**src/rtl/usb_tx_if.sv**
```systemverilog
// Signal bundle between a packet source/transmit FIFO and usb_tx_engine.
// The source drives the request and FIFO head; the engine drives the pop strobe, status and USB lines.
interface usb_tx_if #(
    parameter int OCC_W = 7
);
    logic [2:0]       tx_packet;
    logic [7:0]       tx_packet_data;
    logic [OCC_W-1:0] buffer_occupancy;
    logic             get_tx_packet_data;
    logic             tx_transfer_active;
    logic             tx_error;
    logic             dplus_out;
    logic             dminus_out;

    // Handshake: tx_packet is a level request sampled only while the engine is idle. A legal
    // code is taken on the first idle clock edge; the source sees tx_transfer_active rise (or a
    // one-cycle tx_error on reject) and must drop the code before the engine is idle again, or
    // it is taken a second time. get_tx_packet_data pulses for one cycle after the engine has
    // captured tx_packet_data; the FIFO advances its head on that pulse.
    modport master (
        output tx_packet, tx_packet_data, buffer_occupancy,
        input  get_tx_packet_data, tx_transfer_active, tx_error, dplus_out, dminus_out
    );

    modport slave (
        input  tx_packet, tx_packet_data, buffer_occupancy,
        output get_tx_packet_data, tx_transfer_active, tx_error, dplus_out, dminus_out
    );
endinterface

```
**src/rtl/usb_tx_engine.sv**
```systemverilog
// USB full-speed packet transmitter: SYNC, PID, FIFO data and CRC16, with bit stuffing,
// NRZI line coding and SE0/J end-of-packet. The current FSM state is exported on fsm_state.
module usb_tx_engine #(
    parameter int CLKS_PER_BIT   = 8,
    parameter int MAX_DATA_BYTES = 64,
    parameter int OCC_W          = $clog2(MAX_DATA_BYTES + 1)
) (
    input  logic       clk,
    input  logic       n_rst,
    usb_tx_if.slave    bus,
    output logic [2:0] fsm_state
);
    localparam logic [2:0] IDLE  = 3'd0;
    localparam logic [2:0] SYNC  = 3'd1;
    localparam logic [2:0] PID   = 3'd2;
    localparam logic [2:0] DATA  = 3'd3;
    localparam logic [2:0] CRC   = 3'd4;
    localparam logic [2:0] EOP   = 3'd5;
    localparam logic [2:0] JIDLE = 3'd6;

    localparam logic [7:0] SYNC_BYTE = 8'h80;
    localparam logic [7:0] BIT_LAST  = 8'(CLKS_PER_BIT - 1);

    logic [2:0]       state, state_n;
    logic [2:0]       pkt, pkt_n;
    logic [OCC_W-1:0] n_bytes, n_bytes_n;
    logic [OCC_W-1:0] byte_cnt, byte_cnt_n;
    logic [7:0]       clk_cnt, clk_cnt_n;
    logic [7:0]       shreg, shreg_n;
    logic [2:0]       bit_idx, bit_idx_n;
    logic [15:0]      crc, crc_n;
    logic [3:0]       crc_idx, crc_idx_n;
    logic [2:0]       ones, ones_n;
    logic             eop_cnt, eop_cnt_n;
    logic             line_j, line_j_n;
    logic             dplus, dplus_n;
    logic             dminus, dminus_n;
    logic             pop, pop_n;
    logic             err, err_n;

    logic       strobe, need_stuff, pkt_data;
    logic       req_legal, req_data, req_too_big;
    logic       send, send_bit, shift, load, start_crc, go_se0, go_j;
    logic [7:0] pid_byte;

    function automatic logic [15:0] crc_step(input logic [15:0] c, input logic d);
        return {c[14:0], 1'b0} ^ ((d ^ c[15]) ? 16'h8005 : 16'h0000);
    endfunction

    // The accept edge drives the first SYNC bit, so every later strobe is a whole bit time after it.
    assign strobe      = (state != IDLE) && (clk_cnt == BIT_LAST);
    assign need_stuff  = (ones == 3'd6) && ((state == SYNC) || (state == PID) ||
                                            (state == DATA) || (state == CRC));
    assign pkt_data    = (pkt == 3'd1) || (pkt == 3'd2);
    assign req_legal   = (bus.tx_packet != 3'd0) && (bus.tx_packet <= 3'd5);
    assign req_data    = (bus.tx_packet == 3'd1) || (bus.tx_packet == 3'd2);
    assign req_too_big = bus.buffer_occupancy > OCC_W'(MAX_DATA_BYTES);

    always_comb begin
        case (pkt)
            3'd1:    pid_byte = 8'hC3;
            3'd2:    pid_byte = 8'h4B;
            3'd3:    pid_byte = 8'hD2;
            3'd4:    pid_byte = 8'h5A;
            default: pid_byte = 8'h1E;
        endcase
    end

    always_comb begin
        state_n    = state;
        pkt_n      = pkt;
        n_bytes_n  = n_bytes;
        byte_cnt_n = byte_cnt;
        clk_cnt_n  = clk_cnt;
        shreg_n    = shreg;
        bit_idx_n  = bit_idx;
        crc_n      = crc;
        crc_idx_n  = crc_idx;
        ones_n     = ones;
        eop_cnt_n  = eop_cnt;
        line_j_n   = line_j;
        dplus_n    = dplus;
        dminus_n   = dminus;
        pop_n      = 1'b0;
        err_n      = 1'b0;
        send       = 1'b0;
        send_bit   = 1'b0;
        shift      = 1'b0;
        load       = 1'b0;
        start_crc  = 1'b0;
        go_se0     = 1'b0;
        go_j       = 1'b0;

        if (state != IDLE) begin
            clk_cnt_n = strobe ? 8'd0 : clk_cnt + 8'd1;
        end

        if (state == IDLE) begin
            if (bus.tx_packet != 3'd0) begin
                if (!req_legal || (req_data && req_too_big)) begin
                    err_n = 1'b1;
                end else begin
                    state_n    = SYNC;
                    pkt_n      = bus.tx_packet;
                    n_bytes_n  = bus.buffer_occupancy;
                    byte_cnt_n = '0;
                    clk_cnt_n  = 8'd0;
                    crc_n      = 16'hFFFF;
                    shreg_n    = SYNC_BYTE;
                    bit_idx_n  = 3'd0;
                    send       = 1'b1;
                    send_bit   = SYNC_BYTE[0];
                end
            end
        end else if (strobe) begin
            if (need_stuff) begin
                // Stuffed zero: the shifter and CRC position hold for this bit time.
                send     = 1'b1;
                send_bit = 1'b0;
            end else begin
                case (state)
                    SYNC: begin
                        if (bit_idx != 3'd7) begin
                            shift = 1'b1;
                        end else begin
                            state_n   = PID;
                            shreg_n   = pid_byte;
                            bit_idx_n = 3'd0;
                            send      = 1'b1;
                            send_bit  = pid_byte[0];
                        end
                    end
                    PID: begin
                        if (bit_idx != 3'd7)        shift     = 1'b1;
                        else if (!pkt_data)         go_se0    = 1'b1;
                        else if (n_bytes != '0)     load      = 1'b1;
                        else                        start_crc = 1'b1;
                    end
                    DATA: begin
                        if (bit_idx != 3'd7)           shift     = 1'b1;
                        else if (byte_cnt != n_bytes)  load      = 1'b1;
                        else                           start_crc = 1'b1;
                    end
                    CRC: begin
                        if (crc_idx != 4'd15) begin
                            crc_n     = {crc[14:0], 1'b0};
                            crc_idx_n = crc_idx + 4'd1;
                            send      = 1'b1;
                            send_bit  = ~crc[14];
                        end else begin
                            go_se0 = 1'b1;
                        end
                    end
                    EOP: begin
                        if (!eop_cnt) eop_cnt_n = 1'b1;
                        else          go_j      = 1'b1;
                    end
                    default: state_n = IDLE;
                endcase
            end
        end

        if (shift) begin
            shreg_n   = {1'b0, shreg[7:1]};
            bit_idx_n = bit_idx + 3'd1;
            send      = 1'b1;
            send_bit  = shreg[1];
            if (state == DATA) crc_n = crc_step(crc, shreg[1]);
        end
        if (load) begin
            state_n    = DATA;
            shreg_n    = bus.tx_packet_data;
            bit_idx_n  = 3'd0;
            byte_cnt_n = byte_cnt + OCC_W'(1);
            pop_n      = 1'b1;
            send       = 1'b1;
            send_bit   = bus.tx_packet_data[0];
            crc_n      = crc_step(crc, bus.tx_packet_data[0]);
        end
        if (start_crc) begin
            state_n   = CRC;
            crc_idx_n = 4'd0;
            send      = 1'b1;
            send_bit  = ~crc[15];
        end
        if (go_se0) begin
            state_n   = EOP;
            eop_cnt_n = 1'b0;
            dplus_n   = 1'b0;
            dminus_n  = 1'b0;
        end
        if (go_j) begin
            state_n  = JIDLE;
            line_j_n = 1'b1;
            dplus_n  = 1'b1;
            dminus_n = 1'b0;
        end
        // NRZI: a zero toggles J/K, a one holds; the ones run restarts on any zero.
        if (send) begin
            line_j_n = send_bit ? line_j : ~line_j;
            dplus_n  = line_j_n;
            dminus_n = ~line_j_n;
            ones_n   = send_bit ? ones + 3'd1 : 3'd0;
        end
    end

    always_ff @(posedge clk or negedge n_rst) begin
        if (!n_rst) begin
            state    <= IDLE;
            pkt      <= 3'd0;
            n_bytes  <= '0;
            byte_cnt <= '0;
            clk_cnt  <= 8'd0;
            shreg    <= 8'd0;
            bit_idx  <= 3'd0;
            crc      <= 16'd0;
            crc_idx  <= 4'd0;
            ones     <= 3'd0;
            eop_cnt  <= 1'b0;
            line_j   <= 1'b1;
            dplus    <= 1'b1;
            dminus   <= 1'b0;
            pop      <= 1'b0;
            err      <= 1'b0;
        end else begin
            state    <= state_n;
            pkt      <= pkt_n;
            n_bytes  <= n_bytes_n;
            byte_cnt <= byte_cnt_n;
            clk_cnt  <= clk_cnt_n;
            shreg    <= shreg_n;
            bit_idx  <= bit_idx_n;
            crc      <= crc_n;
            crc_idx  <= crc_idx_n;
            ones     <= ones_n;
            eop_cnt  <= eop_cnt_n;
            line_j   <= line_j_n;
            dplus    <= dplus_n;
            dminus   <= dminus_n;
            pop      <= pop_n;
            err      <= err_n;
        end
    end

    assign bus.dplus_out          = dplus;
    assign bus.dminus_out         = dminus;
    assign bus.get_tx_packet_data = pop;
    assign bus.tx_error           = err;
    assign bus.tx_transfer_active = (state != IDLE);
    assign fsm_state              = state;
endmodule

```
**src/flat_wrapper.sv**
```systemverilog
// flat-port wrapper written by rule: the top's interface ports become plain ports
module usb_tx_engine_flat 
#(
    parameter int CLKS_PER_BIT   = 8,
    parameter int MAX_DATA_BYTES = 64,
    parameter int OCC_W          = $clog2(MAX_DATA_BYTES + 1)
)
  (clk, n_rst, fsm_state, bus_tx_packet, bus_tx_packet_data, bus_buffer_occupancy, bus_get_tx_packet_data, bus_tx_transfer_active, bus_tx_error, bus_dplus_out, bus_dminus_out);
  usb_tx_if #(.OCC_W(OCC_W)) bus_i ();
  input  logic clk;
  input  logic n_rst;
  output logic [2:0] fsm_state;
  input wire logic [$bits(bus_i.tx_packet)-1:0] bus_tx_packet;
  input wire logic [$bits(bus_i.tx_packet_data)-1:0] bus_tx_packet_data;
  input wire logic [$bits(bus_i.buffer_occupancy)-1:0] bus_buffer_occupancy;
  output wire logic [$bits(bus_i.get_tx_packet_data)-1:0] bus_get_tx_packet_data;
  output wire logic [$bits(bus_i.tx_transfer_active)-1:0] bus_tx_transfer_active;
  output wire logic [$bits(bus_i.tx_error)-1:0] bus_tx_error;
  output wire logic [$bits(bus_i.dplus_out)-1:0] bus_dplus_out;
  output wire logic [$bits(bus_i.dminus_out)-1:0] bus_dminus_out;
  assign bus_i.tx_packet = bus_tx_packet;
  assign bus_i.tx_packet_data = bus_tx_packet_data;
  assign bus_i.buffer_occupancy = bus_buffer_occupancy;
  assign bus_get_tx_packet_data = bus_i.get_tx_packet_data;
  assign bus_tx_transfer_active = bus_i.tx_transfer_active;
  assign bus_tx_error = bus_i.tx_error;
  assign bus_dplus_out = bus_i.dplus_out;
  assign bus_dminus_out = bus_i.dminus_out;
  usb_tx_engine #(.CLKS_PER_BIT(CLKS_PER_BIT), .MAX_DATA_BYTES(MAX_DATA_BYTES), .OCC_W(OCC_W)) u_core (.clk(clk), .n_rst(n_rst), .bus(bus_i), .fsm_state(fsm_state));
endmodule
```
**config.mk**
```make
export PLATFORM = sky130hd
export DESIGN_NAME = usb_tx_engine_flat
export DESIGN_NICKNAME = d
export VERILOG_FILES = /design/src/rtl/usb_tx_if.sv /design/src/rtl/usb_tx_engine.sv /design/src/flat_wrapper.sv
export SDC_FILE = /design/constraint.sdc
export NUM_CORES = 1
export LEC_CHECK = 0
export ABC_CLOCK_PERIOD_IN_PS = 2900
export CORE_AREA = 2 2 102 104
export CTS_CLUSTER_DIAMETER = 60
export DETAILED_ROUTE_END_ITERATION = 12
export DIE_AREA = 0 0 104 106
export HOLD_SLACK_MARGIN = 0.12
export PLACE_DENSITY_LB_ADDON = 0.08
export SETUP_SLACK_MARGIN = 0.5
export SYNTH_ARGS = -nofsm -noshare
export SYNTH_HDL_FRONTEND = slang
export SYNTH_SLANG_ARGS = --single-unit
```
**constraint.sdc**
```tcl
create_clock -name clk -period 2.9 [get_ports clk]
set_input_delay 0.58 -clock clk [delete_from_list [all_inputs] [get_ports clk]]
set_output_delay 0.58 -clock clk [all_outputs]
set_load 0.005 [all_outputs]
```
==> out/results.ini <==
[status]
status=complete, no violations

[clock_tree]
cts_tree=done
cts.sink_count=67
clk_latency_ns=0.35
clkTransAtPathRegs_ns=0.09
numCtsBuffers=9
cts_root_buf=clkbuf_8
cts_buffer_depth=2
cts-htree-levels=3

[synth]
synthMostInstantiatedCell=dfrtp_1
yosysTopAreaCell=dfrtp_1
synthSimpleGateAreaFrac=0.2043
synth_seq_cells=67
synth_xor_xnor_area_share=0.04086
synth_compound_area_frac=0.1926
mappedNetlistArea_sq_um=3859
async_flop_share=1.000
synth_edf_count=0
synth-adder-area-share=0.03178
ys_seq_area_frac=0.4351
synthesis.nets=424
synthMuxAreaShare=0.05188
ys_types=78
syn-mean-instance-area_sq_um=9.769
synth_top_area_share=0.4215
synth_commonest_cells=dfrtp_1 (65), nand2_1 (41), nor2_1 (38), o21ai_0 (38), mux2_2 (16)
synthTopCellsByArea=dfrtp_1 (42%), o21ai_0 (4.9%), mux2_2 (4.7%)
synth_top_flop_cell=dfrtp_1
synth_top_family_by_area=simple AND/OR/NAND/NOR gates
synth_warnings=0
synthesis.instances=395

[critical_path]
cp_top_family=compound AO/OA/AOI/OAI gates
critPathLaunchType=flip-flop
crit_required_ns=3.13
cp_max_fo=10
cp_cell_sequence=inv_1 > ha_1 > nor2b_4 > buf_4 > o22ai_1 > a21bo_2 > a311oi_1 > nor3_2 > or3_1
slowest_stage=dfrtp_2
r2r_setup_slack_ns=0.29
critPathMaxStageDelay_ns=0.51
cp.arrival_ns=2.83
worst-setup-path-type=flip-flop to flip-flop
critPathBufInv=2
crit_path_end_kind=flip-flop

[pwr]
power_density_nw_per_um2=849.0
power_frac_comb=0.489
total_power_mw=4.465
p_leak_nw=2.156
pwr-share-clk=0.181
netSwitchingFraction=0.3861
p_sw_mw=1.724
seqPwrFrac=0.330
internal_power_mw=2.741
irDropWorstVdd_mv=0.4480

[layout]
final-seq-area_sq_um=1682
drive_gt1_frac=0.3421
final_util=0.5259
multi_input_area_sq_um=2291
synthToLayoutAreaGrowth_pct=36.28
final_nets=518
fillers=987
diodes=0

[sta]
fmax_mhz=383.6
rsz0062_at_grt=true
setup_viol=0
clock_skew_ns=0.01131
final.setup.worst_slack_ns=0.2932
finalHoldViolCount=0
period_share=0.8989
tightest_slew_ns=0.7649
slew_violations=0
period_minus_slack_ns=2.607
relSlewSlack=0.4769

[floorplan]
die_y_um=106
die_area_sq_um=11020
io_pins=28
placeableCoreArea_sq_um=10000
start_util=0.3859
die_w_um=104
placementRows=37

[route]
wire_per_inst_um=16.06
finalWirelength_um=10120
drc=0
drt_iter0_markers=112
antenna_left=0
num_vias=3341
firstDrtPassIters=6
post_drt_via_cell_ratio=5.303

[hold_path]
hold_class=input port to async pin

[grt]
groute.usage.overall=0.1939
grt_start_max_net_pins=42
grt_pass1_wl_um=17080
grt_pass1_vias=3318
antenna_found_initial=0
overflow=0

[place]
dpl_worst_slack_ns=-0.3931
portBuffers=27
hpwlAfterDp_um=7105
place_congestion=0.9313

[job]
cap_violations=0

per-stage QoR:
| stage | cell area, sq um | hold WS [ns] | cells | TNS [ns] |
|---|---|---|---|---|
| 3_3_place_gp | 4549 | 0.4641 | 587 | -7.677 |
| 2_1_floorplan | 3902 | 0.2844 | 395 | 0 |
| 3_5_place_dp | 4549 | 0.4707 | 587 | -8.252 |
| 5_1_grt | 5259 | 0.3018 | 630 | 0 |
| 6_report | 5259 | 0.2595 | 630 | 0 |
| 4_1_cts | 5106 | 0.2842 | 623 | 0 |
final cells by class:
cell class	instances	share of cell area
clock inverters	7	0.01451
well taps	136	0.03236
multi-input cells	299	0.4356
repair buffers	97	0.1632
inverters	15	0.01094
clock buffers	9	0.02355
flip-flops and latches	67	0.3198
final timing paths:
path | start | endpoint | depth (start not counted)
setup / recovery | u_core.fsm_state[2]$_DFFE_PN0P_ | u_core.bus.dminus_out$_DFFE_PN0P_ | 9
hold / removal | n_rst | u_core.clk_cnt[6]$_DFF_PN0_ | 1
setup reg to reg | u_core.fsm_state[2]$_DFFE_PN0P_ | u_core.bus.dminus_out$_DFFE_PN0P_ | 9
hold reg to reg | u_core.bus.dplus_out$_DFFE_PN1P_ | u_core.bus.dplus_out$_DFFE_PN1P_ | 2
max in group asynchronous | n_rst | u_core.crc[15]$_DFF_PN0_ | 2
min in group clk | u_core.bus.dplus_out$_DFFE_PN1P_ | u_core.bus.dplus_out$_DFFE_PN1P_ | 2
per-layer routing:
layer	part of all wire	wire [um]	GRT usage	up-vias
met2	0.50	5092	0.3346	59
met4	0.020	202	0.05502	0
li1	-	-	-	1631
met3	0.031	318	0.03801	13
met1	0.45	4503	0.2481	1638
met5	0	0	0	-
state kept, by name, indices dropped and copies added, names as in the netlist, 3 cells and up:
name,count
u_core.crc_idx,4
u_core.ones,3
u_core.bit_idx,3
u_core.n_bytes,7
u_core.byte_cnt,7
u_core.clk_cnt,8
u_core.fsm_state,3
u_core.shreg,7
u_core.pkt,3
u_core.crc,16
kinds of logic (layout without fill, tap and decap cells):
group           after synthesis  after routing
buf+inv                      29            128
simple gates                148            148
flops                        67             67
mux                          18             18
compound gates              105            105
xor+xnor                     18             18
fa+ha+maj                    10             10
power groups by stage:
stage                     logic, mW  clock network (mW)  registers [mW]
after global routing           2.38               0.874            1.52
after CTS                      2.03               0.836            1.45
final                          2.18               0.808            1.47
after floorplan                1.17                   0            1.41
after global placement         1.71                   0            1.47
after detailed placement       1.72                   0            1.47
what timing repair did:
item,in CTS,in global routing
resized for setup,67,21
endpoints found under the setup margin,59,41
hold endpoints to repair,0,0
pin swaps,21,5
setup buffers,20,7
hold buffers,0,0
cells in the final DEF (no fill, tap or decap), drive strengths merged, types with 4 or more instances in the layout:
master	Yosys	layout
a21oi	15	15
and2	4	4
and3	7	7
buf	8	71
clkbuf	6	9
clkdlybuf4s50	0	18
dfrtp	65	65
dlygate4sd2	0	7
ha	9	9
inv	14	16
mux2	16	16
nand2	41	41
nand3	9	9
nand4	7	7
nor2	38	38
nor3	14	14
nor4b	4	4
o21a	4	4
o21ai	40	40
o31ai	7	7
or3	6	6
or4	4	4
xnor2	13	13
xor2	5	5
No activity file was read; power rests on OpenSTA's default activity.
